<file path="src/rtl/decode_in_pkg.sv">
// Shared types for the queued LC3 decode-input transaction driver.
// Bus widths, the buffered transaction record and the issue FSM state encoding.
package decode_in_pkg;

    localparam int INSTR_W = 16;
    localparam int PC_W    = 16;
    localparam int GAP_W   = 4;

    typedef struct packed {
        logic [INSTR_W-1:0] instr;
        logic [PC_W-1:0]    npc;
        logic [GAP_W-1:0]   gap;
    } decode_in_txn_t;

    typedef enum logic [1:0] {
        IDLE  = 2'd0,
        DRIVE = 2'd1,
        GAP   = 2'd2
    } decode_in_drv_state_t;

endpackage

</file>
<file path="src/rtl/decode_in_txn_driver_if.sv">
// Push port plus decode-input bus of decode_in_txn_driver.
// The slave modport is the driver itself; the master modport is the sequencer side.
interface decode_in_txn_driver_if
    import decode_in_pkg::*;
#(
    parameter int DEPTH = 8
);
    logic                         push_valid;
    logic                         push_ready;
    logic [INSTR_W-1:0]           push_instr;
    logic [PC_W-1:0]              push_npc;
    logic [GAP_W-1:0]             push_gap;
    logic                         stall;
    logic                         flush;
    logic [INSTR_W-1:0]           Instr_dout;
    logic [PC_W-1:0]              npc_in;
    logic                         enable_decode;
    logic [$clog2(DEPTH+1)-1:0]   count;
    logic                         idle;

    modport slave (
        input  push_valid, push_instr, push_npc, push_gap, stall, flush,
        output push_ready, Instr_dout, npc_in, enable_decode, count, idle
    );

    modport master (
        output push_valid, push_instr, push_npc, push_gap, stall, flush,
        input  push_ready, Instr_dout, npc_in, enable_decode, count, idle
    );
endinterface

</file>
<file path="src/rtl/decode_in_txn_fifo.sv">
// Synchronous FIFO of decode transactions with flush; full/empty derive from the occupancy count.
// Pointers wrap naturally at DEPTH (power of two).
module decode_in_txn_fifo
    import decode_in_pkg::*;
#(
    parameter int DEPTH = 8
) (
    input  logic                       clock,
    input  logic                       reset_n,
    input  logic                       i_push,
    input  logic                       i_pop,
    input  logic                       i_flush,
    input  decode_in_txn_t             i_din,
    output decode_in_txn_t             o_dout,
    output logic                       o_full,
    output logic                       o_empty,
    output logic [$clog2(DEPTH+1)-1:0] o_count
);
    localparam int PTR_W = $clog2(DEPTH);
    localparam int CNT_W = $clog2(DEPTH+1);

    decode_in_txn_t   r_mem [DEPTH];
    logic [PTR_W-1:0] r_wr_ptr;
    logic [PTR_W-1:0] r_rd_ptr;
    logic [CNT_W-1:0] r_count;
    logic             w_push;
    logic             w_pop;

    assign o_full  = (r_count == CNT_W'(DEPTH));
    assign o_empty = (r_count == CNT_W'(0));
    assign o_count = r_count;
    assign o_dout  = r_mem[r_rd_ptr];
    assign w_push  = i_push && !o_full;
    assign w_pop   = i_pop && !o_empty;

    // pointer and occupancy update; flush wins over push and pop
    always_ff @(posedge clock or negedge reset_n) begin
        if (!reset_n) begin
            r_wr_ptr <= '0;
            r_rd_ptr <= '0;
            r_count  <= '0;
        end else if (i_flush) begin
            r_wr_ptr <= '0;
            r_rd_ptr <= '0;
            r_count  <= '0;
        end else begin
            if (w_push) r_wr_ptr <= r_wr_ptr + PTR_W'(1);
            if (w_pop)  r_rd_ptr <= r_rd_ptr + PTR_W'(1);
            case ({w_push, w_pop})
                2'b10:   r_count <= r_count + CNT_W'(1);
                2'b01:   r_count <= r_count - CNT_W'(1);
                default: r_count <= r_count;
            endcase
        end
    end

    // storage array, data only
    always_ff @(posedge clock) begin
        if (w_push && !i_flush) r_mem[r_wr_ptr] <= i_din;
    end
endmodule

</file>
<file path="src/rtl/decode_in_txn_driver.sv">
// Queued LC3 decode-input driver: buffers pushed transactions and replays them with stall/gap/flush.
// Optional macro DECODE_IN_NPC_AUTO_EN replaces the stored NPC by an internal auto-incrementing PC.
module decode_in_txn_driver
    import decode_in_pkg::*;
#(
    parameter int DEPTH = 8
`ifdef DECODE_IN_NPC_AUTO_EN
    , parameter logic [PC_W-1:0] RESET_PC = 16'h3000
`endif
) (
    input  logic                   clock,
    input  logic                   reset_n,
    decode_in_txn_driver_if.slave  bus
);
    localparam int CNT_W = $clog2(DEPTH+1);

    decode_in_drv_state_t r_state;
    decode_in_drv_state_t w_state_nx;
    logic [GAP_W-1:0]     r_gap_cnt;
    logic [GAP_W-1:0]     w_gap_nx;
    logic [GAP_W-1:0]     r_cur_gap;
    logic [INSTR_W-1:0]   r_instr;
    logic [PC_W-1:0]      r_npc;
    logic                 r_en;
    decode_in_txn_t       w_din;
    decode_in_txn_t       w_head;
    decode_in_txn_t       w_load_txn;
    logic                 w_full;
    logic                 w_empty;
    logic [CNT_W-1:0]     w_count;
    logic                 w_push_acc;
    logic                 w_take;
    logic                 w_pop;
    logic                 w_bypass;
    logic                 w_load;

    assign w_push_acc = bus.push_valid && !w_full && !bus.flush;

    // incoming transaction record
    always_comb begin
        w_din.instr = bus.push_instr;
        w_din.gap   = bus.push_gap;
`ifdef DECODE_IN_NPC_AUTO_EN
        w_din.npc   = '0;
`else
        w_din.npc   = bus.push_npc;
`endif
    end

    decode_in_txn_fifo #(.DEPTH(DEPTH)) u_fifo (
        .clock   (clock),
        .reset_n (reset_n),
        .i_push  (w_push_acc && !w_bypass),
        .i_pop   (w_pop),
        .i_flush (bus.flush),
        .i_din   (w_din),
        .o_dout  (w_head),
        .o_full  (w_full),
        .o_empty (w_empty),
        .o_count (w_count)
    );

    // issue FSM: decide whether the issue slot frees up, then fill it from the queue or a fresh push
    always_comb begin
        w_state_nx = r_state;
        w_gap_nx   = r_gap_cnt;
        w_take     = 1'b0;
        case (r_state)
            IDLE: w_take = 1'b1;
            DRIVE: begin
                if (!bus.stall) begin
                    if (r_cur_gap != GAP_W'(0)) begin
                        w_state_nx = GAP;
                        w_gap_nx   = r_cur_gap;
                    end else begin
                        w_take = 1'b1;
                    end
                end else begin
                    w_state_nx = DRIVE;
                end
            end
            GAP: begin
                w_gap_nx = r_gap_cnt - GAP_W'(1);
                if (r_gap_cnt == GAP_W'(1)) w_take = 1'b1;
                else                        w_state_nx = GAP;
            end
            default: w_state_nx = IDLE;
        endcase

        w_pop      = 1'b0;
        w_bypass   = 1'b0;
        w_load     = 1'b0;
        w_load_txn = w_head;
        if (bus.flush) begin
            w_state_nx = IDLE;
            w_gap_nx   = '0;
        end else if (w_take) begin
            // an empty queue lets an accepted push go straight onto the bus
            if (!w_empty) begin
                w_pop      = 1'b1;
                w_load     = 1'b1;
                w_state_nx = DRIVE;
            end else if (w_push_acc) begin
                w_bypass   = 1'b1;
                w_load     = 1'b1;
                w_load_txn = w_din;
                w_state_nx = DRIVE;
            end else begin
                w_state_nx = IDLE;
            end
        end else begin
            w_load_txn = w_head;
        end
    end

`ifdef DECODE_IN_NPC_AUTO_EN
    logic [PC_W-1:0] r_pc;
    logic [PC_W-1:0] w_pc_nx;

    assign w_pc_nx = (r_state == DRIVE && !bus.stall) ? r_pc + PC_W'(1) : r_pc;

    // auto PC advances on every completed issue and survives flush
    always_ff @(posedge clock or negedge reset_n) begin
        if (!reset_n) r_pc <= RESET_PC;
        else          r_pc <= w_pc_nx;
    end
`endif

    // state and registered decode bus
    always_ff @(posedge clock or negedge reset_n) begin
        if (!reset_n) begin
            r_state   <= IDLE;
            r_gap_cnt <= '0;
            r_cur_gap <= '0;
            r_instr   <= '0;
            r_en      <= 1'b0;
`ifdef DECODE_IN_NPC_AUTO_EN
            r_npc     <= RESET_PC;
`else
            r_npc     <= '0;
`endif
        end else begin
            r_state   <= w_state_nx;
            r_gap_cnt <= w_gap_nx;
            r_en      <= (w_state_nx == DRIVE);
            if (w_load) begin
                r_instr   <= w_load_txn.instr;
                r_cur_gap <= w_load_txn.gap;
`ifdef DECODE_IN_NPC_AUTO_EN
                r_npc     <= w_pc_nx;
`else
                r_npc     <= w_load_txn.npc;
`endif
            end
        end
    end

    assign bus.push_ready    = !w_full;
    assign bus.Instr_dout    = r_instr;
    assign bus.npc_in        = r_npc;
    assign bus.enable_decode = r_en;
    assign bus.count         = w_count;
    assign bus.idle          = w_empty && (r_state == IDLE);
endmodule

</file>
<file path="src/flat_wrapper.sv">
// flat-port wrapper written by rule: the top's interface ports become plain ports
module decode_in_txn_driver_flat import decode_in_pkg::*;
#(
    parameter int DEPTH = 8

)
  (clock, reset_n, bus_push_valid, bus_push_instr, bus_push_npc, bus_push_gap, bus_stall, bus_flush, bus_push_ready, bus_Instr_dout, bus_npc_in, bus_enable_decode, bus_count, bus_idle);
  decode_in_txn_driver_if #(.DEPTH(DEPTH)) bus_i ();
  input  logic clock;
  input  logic reset_n;
  input wire logic [$bits(bus_i.push_valid)-1:0] bus_push_valid;
  input wire logic [$bits(bus_i.push_instr)-1:0] bus_push_instr;
  input wire logic [$bits(bus_i.push_npc)-1:0] bus_push_npc;
  input wire logic [$bits(bus_i.push_gap)-1:0] bus_push_gap;
  input wire logic [$bits(bus_i.stall)-1:0] bus_stall;
  input wire logic [$bits(bus_i.flush)-1:0] bus_flush;
  output wire logic [$bits(bus_i.push_ready)-1:0] bus_push_ready;
  output wire logic [$bits(bus_i.Instr_dout)-1:0] bus_Instr_dout;
  output wire logic [$bits(bus_i.npc_in)-1:0] bus_npc_in;
  output wire logic [$bits(bus_i.enable_decode)-1:0] bus_enable_decode;
  output wire logic [$bits(bus_i.count)-1:0] bus_count;
  output wire logic [$bits(bus_i.idle)-1:0] bus_idle;
  assign bus_i.push_valid = bus_push_valid;
  assign bus_i.push_instr = bus_push_instr;
  assign bus_i.push_npc = bus_push_npc;
  assign bus_i.push_gap = bus_push_gap;
  assign bus_i.stall = bus_stall;
  assign bus_i.flush = bus_flush;
  assign bus_push_ready = bus_i.push_ready;
  assign bus_Instr_dout = bus_i.Instr_dout;
  assign bus_npc_in = bus_i.npc_in;
  assign bus_enable_decode = bus_i.enable_decode;
  assign bus_count = bus_i.count;
  assign bus_idle = bus_i.idle;
  decode_in_txn_driver #(.DEPTH(DEPTH)) u_core (.clock(clock), .reset_n(reset_n), .bus(bus_i));
endmodule
</file>
<file path="config.mk">
export PLATFORM = sky130hd
export DESIGN_NAME = decode_in_txn_driver_flat
export DESIGN_NICKNAME = d
export VERILOG_FILES = /design/src/rtl/decode_in_pkg.sv /design/src/rtl/decode_in_txn_driver_if.sv /design/src/rtl/decode_in_txn_fifo.sv /design/src/rtl/decode_in_txn_driver.sv /design/src/flat_wrapper.sv
export SDC_FILE = /design/constraint.sdc
export NUM_CORES = 1
export LEC_CHECK = 0
export ABC_AREA = 1
export CAP_MARGIN = 15
export CORE_MARGIN = 2
export CORE_UTILIZATION = 40
export CTS_BUF_LIST = sky130_fd_sc_hd__clkbuf_16
export CTS_CLUSTER_DIAMETER = 50
export DETAILED_ROUTE_END_ITERATION = 10
export PLACE_DENSITY = 0.67
export SLEW_MARGIN = 0
export SYNTH_ARGS = -nofsm -noshare
export SYNTH_HDL_FRONTEND = slang
export SYNTH_SLANG_ARGS = --single-unit
</file>
<file path="constraint.sdc">
create_clock -name clock -period 3.5 [get_ports clock]
set_input_delay 0.35 -clock clock [delete_from_list [all_inputs] [get_ports clock]]
set_output_delay 0.35 -clock clock [all_outputs]
set_load 0.005 [all_outputs]
</file>
Word level (Yosys, flattened, before mapping)
Memories as Yosys holds them, arrays and structs flattened. Index checks and enable logic that the tools add are counted. Widths: inputs -> output; s select.

$add $sub $neg: 5. Equal/unequal tests: 9. Reduce and logical (&&, ||, !) cells: 19. Mux-type cells: 38.

Operators with widths (number): $mux 36 (4); $mux 1 (16); $mux 4 (4); $pmux 4 s2 (2); $mux 2 (6); $mux 3 (4); $sub 4x1->4 const B (2); $logic_and 1x1->1 (7); $add 3x1->3 const B (2); $eq 2x1->1 const B (3); $pmux 2 s3 (1); $reduce_bool 3->1 (2); $add 4x1->4 const B (1); $eq 2x2->1 const B (2); $eq 4x1->1 const B (1); $eq 4x4->1 const B (1); $logic_not 1->1 (4); $logic_not 4->1 (1); $reduce_bool 2->1 (2); $reduce_bool 4->1 (1); $ne 3x2->1 const B (1); $ne 3x3->1 const B (1); $pmux 1 s3 (1); $reduce_and 3->1 (1); $logic_not 2->1 (1).

Bits in writable memories: 288. Output and inout bits: 39. Flip-flop bits (word level): 53. Bits of input ports: 41. Memories kept: 1.

Memory list: u_core.u_fifo.r_mem (words 8, width 36, rd ports 1, clocked after Yosys merged registers in 0, wr ports 1, RTL line decode_in_txn_fifo.sv:22) `decode_in_txn_t r_mem [DEPTH];`.

Depth between registers and ports, before layout
Depth in word-level cells: 14. Depth in mapped cells: 14. Mapped depth without buffers: 14.

By module
A second synthesis with hierarchy kept.

Cell total of the unflattened synthesis: 1249. Area total of the unflattened synthesis: 14451.4 um2.

Modules (own cells, without submodules): decode_in_txn_fifo (times used 1, seq. area each 8898.5 um2, cells an instance 904, area an instance 11826.3 um2); decode_in_txn_driver (times used 1, seq. area each 1076.0 um2, cells an instance 345, area an instance 2625.0 um2).

Worst setup path after synthesis
No wires, ideal clock.

Path kind: reg-to-reg. From: reg u_core.r_gap_cnt[0]. To: mem u_core.u_fifo.r_mem[0][0] (netlist name) (enable). Stages on the path, launching flop included: 9. Arrival time: 2.644 ns. Period minus slack after synthesis: 3.073 ns. Required time: 3.071 ns. Setup time: 0.429 ns. Setup slack: 0.427 ns. Cells stage by stage: dfrtp_1 -> ha_1 -> nand3_2 -> nand3_4 -> nand2_2 -> nand2_2 -> inv_1 -> nand2_1 -> nor2_1.

Cells in the longest elaborated chain, start to end: 11.

Ends and longest elaborated chain: start: declaration (RTL line decode_in_txn_driver.sv:19) `logic [GAP_W-1:0] r_gap_cnt;`; start signal: assignment (RTL line decode_in_txn_driver.sv:144) `r_gap_cnt <= w_gap_nx;`; $eq 4x1->1 (RTL line decode_in_txn_driver.sv:84) `if (r_gap_cnt == GAP_W'(1)) w_take = 1'b1;`; $mux 1 (RTL line decode_in_txn_driver.sv:84); $pmux 1 s3 (RTL line decode_in_txn_driver.sv:68) `case (r_state)`; $mux 1 (RTL line decode_in_txn_driver.sv:97) `end else if (w_take) begin`; $mux 1 (RTL line decode_in_txn_driver.sv:94) `if (bus.flush) begin`; $logic_not 1->1 (RTL line decode_in_txn_driver.sv:53) `.i_push (w_push_acc && !w_bypass),`; $logic_and 1x1->1 (RTL line decode_in_txn_driver.sv:53); $logic_and 1x1->1 (RTL line decode_in_txn_fifo.sv:33) `assign w_push = i_push && !o_full;`; $logic_and 1x1->1 (RTL line decode_in_txn_fifo.sv:59) `if (w_push && !i_flush) r_mem[r_wr_ptr] <= i_din;`; $mux 1 (RTL line decode_in_txn_fifo.sv:59); $mux 1 (implied by the code) (RTL line decode_in_txn_fifo.sv:59); end: declaration (RTL line decode_in_txn_fifo.sv:22).

No other way between the ends.

Final worst setup path
From: reg u_core.u_fifo.r_count[0] (netlist: u_core.u_fifo.o_count[0]). To: reg u_core.r_npc[2] (netlist: u_core.bus.npc_in[2]).

Cells in the longest elaborated chain, start to end: 8. Elaborated cells on any way between the ends: 13.

Ends and longest elaborated chain: start: declaration (RTL line decode_in_txn_fifo.sv:25) `logic [CNT_W-1:0] r_count;`; start signal: assignment (RTL line decode_in_txn_fifo.sv:50) `2'b10: r_count <= r_count + CNT_W'(1);`; start signal: assignment (RTL line decode_in_txn_fifo.sv:51) `2'b01: r_count <= r_count - CNT_W'(1);`; start signal: assignment (RTL line decode_in_txn_fifo.sv:52) `default: r_count <= r_count;`; $eq 4x4->1 (RTL line decode_in_txn_fifo.sv:29) `assign o_full = (r_count == CNT_W'(DEPTH));`; $logic_not 1->1 (RTL line decode_in_txn_driver.sv:37) `assign w_push_acc = bus.push_valid && !w_full && !bus.flush;`; $logic_and 1x1->1 (2 in a row) (RTL line decode_in_txn_driver.sv:37); $mux 36 or $mux 1 (tied branches) (RTL line decode_in_txn_driver.sv:103) `end else if (w_push_acc) begin`; $mux 36 or $mux 1 (tied branches) (RTL line decode_in_txn_driver.sv:99) `if (!w_empty) begin`; $mux 36 or $mux 1 (tied branches) (RTL line decode_in_txn_driver.sv:97); $mux 36 or $mux 1 (tied branches) (RTL line decode_in_txn_driver.sv:94); end signal: assignment (RTL line decode_in_txn_driver.sv:152) `r_npc <= w_load_txn.npc;`; end: declaration (RTL line decode_in_txn_driver.sv:23) `logic [PC_W-1:0] r_npc;`.

Several ways; a longest one is shown, not always the timed one. A chain may end at the register's enable or synchronous reset.

==> reports/metrics.cfg <==
[run_status]
status = complete, no violations

[synth]
ys_ff_latch = 341
synth_edf_count = 288
syn_area_sq_um = 13900
ys_types = 31
post_synth.cell_area_avg_sq_um = 12.5
synth-seq-area-share_pct = 71.9
async_flop_share_pct = 15.5
syn_nets = 1159
yosysWarningCount = 0
synth_ff_type = edfxtp_1
synth_cells = 1112

[sta]
tightest_slew_ns = 0.951
drv_slew = 0
period_needed_ns = 2.38
fmax_ghz = 0.421
fin_setup_tns_ns = 0
setup_viol = 0
final-hold-violation-count = 0
finClkSkew_ns = 0.0127
maxSlewHeadroom_pct = 36.6
rsz0062_at_grt = no
finalCritPeriodShare_pct = 67.9

[cells_and_area]
mostFrequentLayoutCell = nand2_1
final_cell_mix = 346 x nand2_1, 288 x edfxtp_1, 112 x a21oi_1
drive_above_1_share_pct = 9.17
n_antenna_cell = 0
areaGrowthSynthToFinish_pct = 19.3
fin_cells = 1676
postLayoutCoreUtil_pct = 48.1
nNetsFinal = 1240

[clocking]
cts.clk_slew.worst_paths_ns = 0.06
tritoncts = yes
cts_buffers = 40
root_buffer = clkbuf_16
cts_setup_buffers = 0
cts_num_sinks = 341
cts.path.max_buffers = 3
htree_levels = 2
clk_latency_ns = 0.52

[critical_path]
cpMaxStageDelayCell = nand3_4
path_max_fanout = 45
critical-path-top-delay-family = simple AND/OR/NAND/NOR gates
crit_buf_inv = 2
start_kind = register
crit_chain = nor2_1, nand3_1, inv_1, nand3_4, buf_4, o211ai_1, nand2_1
cp.required_ns = 3.90
setup.worst_path.end_class = register
path_class = register to register
slowest_delay_ns = 0.49
crit_arrival_ns = 2.77

[grt]
grt_max_degree = 74
antenna_found_initial = 0
groute.usage.overall_pct = 18.1
grt_first_pass_wirelength_um = 50500
grt_pass1_vias = 8898
grt_overflow_total = 0

[floorplan]
io_pins = 80
rows = 68
die_h_um = 190
die_area_sq_um = 36200
die_width_um = 190
start_util_pct = 40.3
core_sq_um = 34400

[hold_path]
hp-class = input pin to asynchronous set/reset pin

[detailed_routing]
final_antenna_net_count = 0
drt_iter0_drc = 692
finalWirelength_um = 32200
drcViolationCount = 0
viasPerCell = 5.27
drtPass1Iterations = 5
routed-via-count = 8840
wl_per_cell_um = 19.2

[flow_run]
drv_cap = 0

[pwr]
max-vdd-ir-drop_uv = 348
powerDensity_nw_per_um2 = 765
finalPower_mw = 12.7
p_leak_nw = 5.94

[place]
hpwl_um = 18000
io_buffers = 79
gp_congestion = 0.771
place_inst = 1605

-- Yosys cell counts, types with 2 or more instances --
master | number | area, sq um
o211ai_1 | 36 | 270
nand2_1 | 346 | 1300
a21oi_1 | 112 | 561
nand3_1 | 8 | 40.0
edfxtp_1 | 288 | 8650
clkbuf_1 | 24 | 90.1
nand2_2 | 3 | 18.8
o21ai_1 | 5 | 25.0
nor2_2 | 2 | 12.5
mux2i_1 | 36 | 360
inv_2 | 8 | 30.0
ha_1 | 6 | 75.1
buf_1 | 5 | 18.8
nand3_2 | 3 | 30.0
xnor2_1 | 2 | 17.5
nand3_4 | 2 | 35.0
or2_2 | 2 | 12.5
buf_4 | 4 | 30.0
xor2_1 | 2 | 17.5
inv_1 | 20 | 75.1
dfrtp_1 | 53 | 1330
o22ai_1 | 7 | 43.8
nor2_4 | 2 | 22.5
buf_2 | 31 | 155
o21ai_0 | 45 | 225
o32ai_1 | 36 | 315
nor2_1 | 20 | 75.1
-- cells by family (layout without fill, tap and decap cells) --
logic type               count (synthesis)  count (layout)  share of synthesized area, %
adder cells (fa/ha/maj)                  6               6                         0.542
XOR/XNOR                                 4               4                         0.253
multiplexers                            36              36                          2.60
AND/OR/NAND/NOR                        391             391                          11.3
flip-flops                             341             341                          71.9
buffers and inverters                   92             201                          2.88
AO/OA/AOI/OAI                          242             242                          10.5
-- power breakdown --
group          switching [mW]  leakage (nW)  internal [mW]
sequential              0.217          3.26           4.87
clock                    1.58         0.642           2.35
combinational            2.26          2.04           1.39
-- worst paths after layout --
| check | startpoint | to | slack [ns] | depth (start not counted) |
|---|---|---|---|---|
| setup / recovery | u_core.u_fifo.o_count[0] | u_core.bus.npc_in[2] | 1.12 | 7 |
| hold / removal | reset_n | u_core.bus.npc_in[3] | 0.41 | 2 |
| setup reg to reg | u_core.u_fifo.o_count[0] | u_core.bus.npc_in[2] | 1.12 | 7 |
| hold reg to reg | u_core.bus.Instr_dout[2] | u_core.bus.Instr_dout[2] | 0.48 | 2 |
| max in group asynchronous | reset_n | u_core.u_fifo.r_rd_ptr[0] | 2.14 | 3 |
| min in group clock | u_core.bus.Instr_dout[2] | u_core.bus.Instr_dout[2] | 0.48 | 2 |
-- what timing repair did --
action                                 CTS  global route
hold buffers                             1             0
gates resized for setup                  0             0
endpoints found under the hold margin   23             0
-- metal layers --
metal / track usage (%) / share of wire (%) / vias to the layer above
met5: 0 / 0 / -
met4: 5.46 / 2.2 / 0
met3: 3.19 / 4.3 / 53
met2: 31.6 / 51 / 210
met1: 23.0 / 42 / 4402
li1: - / - / 4175
-- stage by stage --
stage / hold WS, ns / setup WS [ns] / area (sq um)
after detailed placement: 0.444 / 0.634 / 15300
after global routing: 0.478 / 0.920 / 16500
after global placement: 0.433 / 0.689 / 15300
after CTS: 0.438 / 1.12 / 16500
after floorplan: 0.0544 / 0.427 / 13900
final: 0.414 / 1.12 / 16500
-- registers in the layout, summed over array words and instances, names as in the netlist --
register and count:
u_core.bus.enable_decode 1, u_core.u_fifo.o_count 4, u_core.u_fifo.r_wr_ptr 3, u_core.bus.Instr_dout 16, u_core.r_state 2, u_core.bus.npc_in 16
u_core.r_cur_gap 4, u_core.u_fifo.r_rd_ptr 3, u_core.u_fifo.r_mem 288, u_core.r_gap_cnt 4
-- area by class of cell --
cell class              instances  area (sq um)
repair buffers                103          1080
well taps                     455           569
clock buffers                  41          1030
multi-input cells             679          3560
fillers                      2993         17800
clock inverters                29           224
inverters                      28           106
flip-flops and latches        341          9980
Power figures use the tool's default switching activity.
==> patch, RTL diff (same flow settings) <==
Add a define of `DECODE_IN_NPC_AUTO_EN`.
--- a/src/rtl/decode_in_txn_driver.sv
+++ b/src/rtl/decode_in_txn_driver.sv
@@ -2,2 +2,4 @@
 // Optional macro DECODE_IN_NPC_AUTO_EN replaces the stored NPC by an internal auto-incrementing PC.
+`define DECODE_IN_NPC_AUTO_EN
+
 module decode_in_txn_driver
Behaviour: not the same (Yosys sat finds a counterexample within 4 cycles, from zero or initial values and one cycle with reset_n low).
==> patch against the original RTL <==
  * The flow now finishes with violations (hold timing)
  * Global-route usage decreased by 1.7 points
  * Synthesized area fell by 31%
  * Wire length shrank 35%
  * Clock power fell by 35%
  * Clock skew grew 0.011 ns
  * Setup slack worse by 0.23 ns
  * Maximum frequency decreased by 8.8%
  * Final area fell by 31%
  * Power is 32% lower
  * Sequential cell count shrank 112
  * Critical path type unchanged
  * Largest power group unchanged
  * Highest routed layer unchanged
==> patch: results (changes against the original RTL) <==
.. list-table::
   :header-rows: 1

   * - Metric
     - Value
   * - Status
     - finished with violations
   * - Violated checks
     - hold timing
   * - Complex-gate fraction of the synthesized area
     - 11.8% (+1.3 points)
   * - Asr flop ratio synth
     - 30.1% (+15 points)
   * - Half-perimeter wire length of the detailed placement result
     - 12,000 um (-34%)
   * - Number of clock buffers inserted by TritonCTS
     - 27 (-33%)
   * - Placed cell count
     - 1,130 (-30%)
   * - Port buffer count
     - 63 (-20%)
   * - Static power due to leakage
     - 4.30 nW (-28%)
   * - Least-Margin Pin Slew
     - 0.971 ns (+0.0202 ns)
   * - Endpoint of the worst register-to-register path
     - u_core.u_fifo.r_mem[4][11]$_DFFE_PP_
   * - Min Hold Slack
     - -0.0148 ns (-0.429 ns)
   * - Area share of xor/xnor cells in the synthesized design
     - 1.80% (+1.5 points)
   * - Count of non-filler cells in the finished layout
     - 1,180 (-30%)
   * - Vias in the first global route
     - 6,043 (-32%)
   * - Length in cells of the worst reg-to-reg path
     - 9 (+2)
   * - Total count of hold-check failures in the final report
     - 27 (+27)
   * - Routed length per placed instance
     - 17.7 um (-7.9%)
   * - DP Worst Slack
     - 0.491 ns (-0.143 ns)
   * - Seq/Total Area, Yosys
     - 68.0% (-3.9 points)
   * - Share of synthesized area spent on multiplexers
     - 4.17% (+1.6 points)
   * - Total GRT Usage
     - 16.4% (-1.7 points)
   * - Number of flip-flops under the largest register name
     - 160 (-44%)
   * - Ratio of cells with drive above 1 in the final layout
     - 12.0% (+2.8 points)
   * - Maximum number of pins on one net before global-route repair
     - 70 (-5.4%)
   * - Worst setup skew after layout
     - 0.0242 ns (+0.0114 ns)
   * - Largest vdd supply drop
     - 448 uV (+29%)
   * - Final net count
     - 888 (-28%)
   * - Worst endpoint data arrival time
     - 2.79 ns (+0.02 ns)
   * - Post-synth top cells
     - 160 x edfxtp_1, 88 x nand2_1, 71 x inv_1
   * - Routability-driven placement congestion ratio
     - 0.740 (-4.0%)
   * - DIE AREA
     - 25,300 um^2 (-30%)
   * - H-tree depth
     - 1 (-1)
   * - Global-route wire length before repair
     - 33,000 um (-35%)
   * - Avg Synthesized Cell Area
     - 12.5 um^2 (+0.58%)
   * - Number of hold buffers added after cts
     - 0 (-1)
-- patch: changes by cell type after synthesis, sizes merged, moves of 16 or more --
cell,unedited run,this run
edfxtp,288,160
a2bb2oi,0,16
buf,40,17
o32ai,36,0
nand2,349,92
a31oi,0,20
inv,28,76
nand3,13,40
a21oi,113,43
-- patch: report_power, final --
group          internal (mW)  total (mW)  switching (mW)
Combinational           1.09        2.49            1.40
Sequential              3.26        3.55           0.290
Clock                   1.48        2.54            1.06
-- patch: critical path, stage by stage, from the launching register on --
cell	delay, ns
dfrtp_1	0.41
ha_1	0.22
nand3_2	0.07
nand3_2	0.45
nand2_2	0.26
nand3_2	0.11
inv_2	0.09
nand2_1	0.16
nor2_2	0.13
buf_4	0.35
-- patch: cell type report --
type	count	area, um^2
clock inverter	23	141
fill	2114	12100
clock buffer	27	676
timing repair buffer	85	806
sequential	229	6540
inverter	76	285
tap	319	399
multi-input combinational	421	2640
-- patch: how the worst max path moves through the flow --
stage,depth (start not counted),slack (ns),end
2_1_floorplan,9,1.0,u_core.u_fifo.r_mem[0][0]$_DFFE_PP_
4_1_cts,9,0.88,u_core.u_fifo.r_mem[4][11]$_DFFE_PP_
3_5_place_dp,10,0.49,u_core.u_fifo.r_mem[4][8]$_DFFE_PP_
3_3_place_gp,10,0.61,u_core.u_fifo.r_mem[6][9]$_DFFE_PP_
5_1_grt,9,0.76,u_core.u_fifo.r_mem[0][3]$_DFFE_PP_
6_report,9,0.89,u_core.u_fifo.r_mem[4][11]$_DFFE_PP_
-- patch: metal layers --
layer	vias up	GRT usage, %	wire length (um)
met2	138	28.2	10100
met1	2986	21.6	9480
met3	32	2.89	877
li1	2913	-	-
met4	0	4.26	429
met5	-	0	0
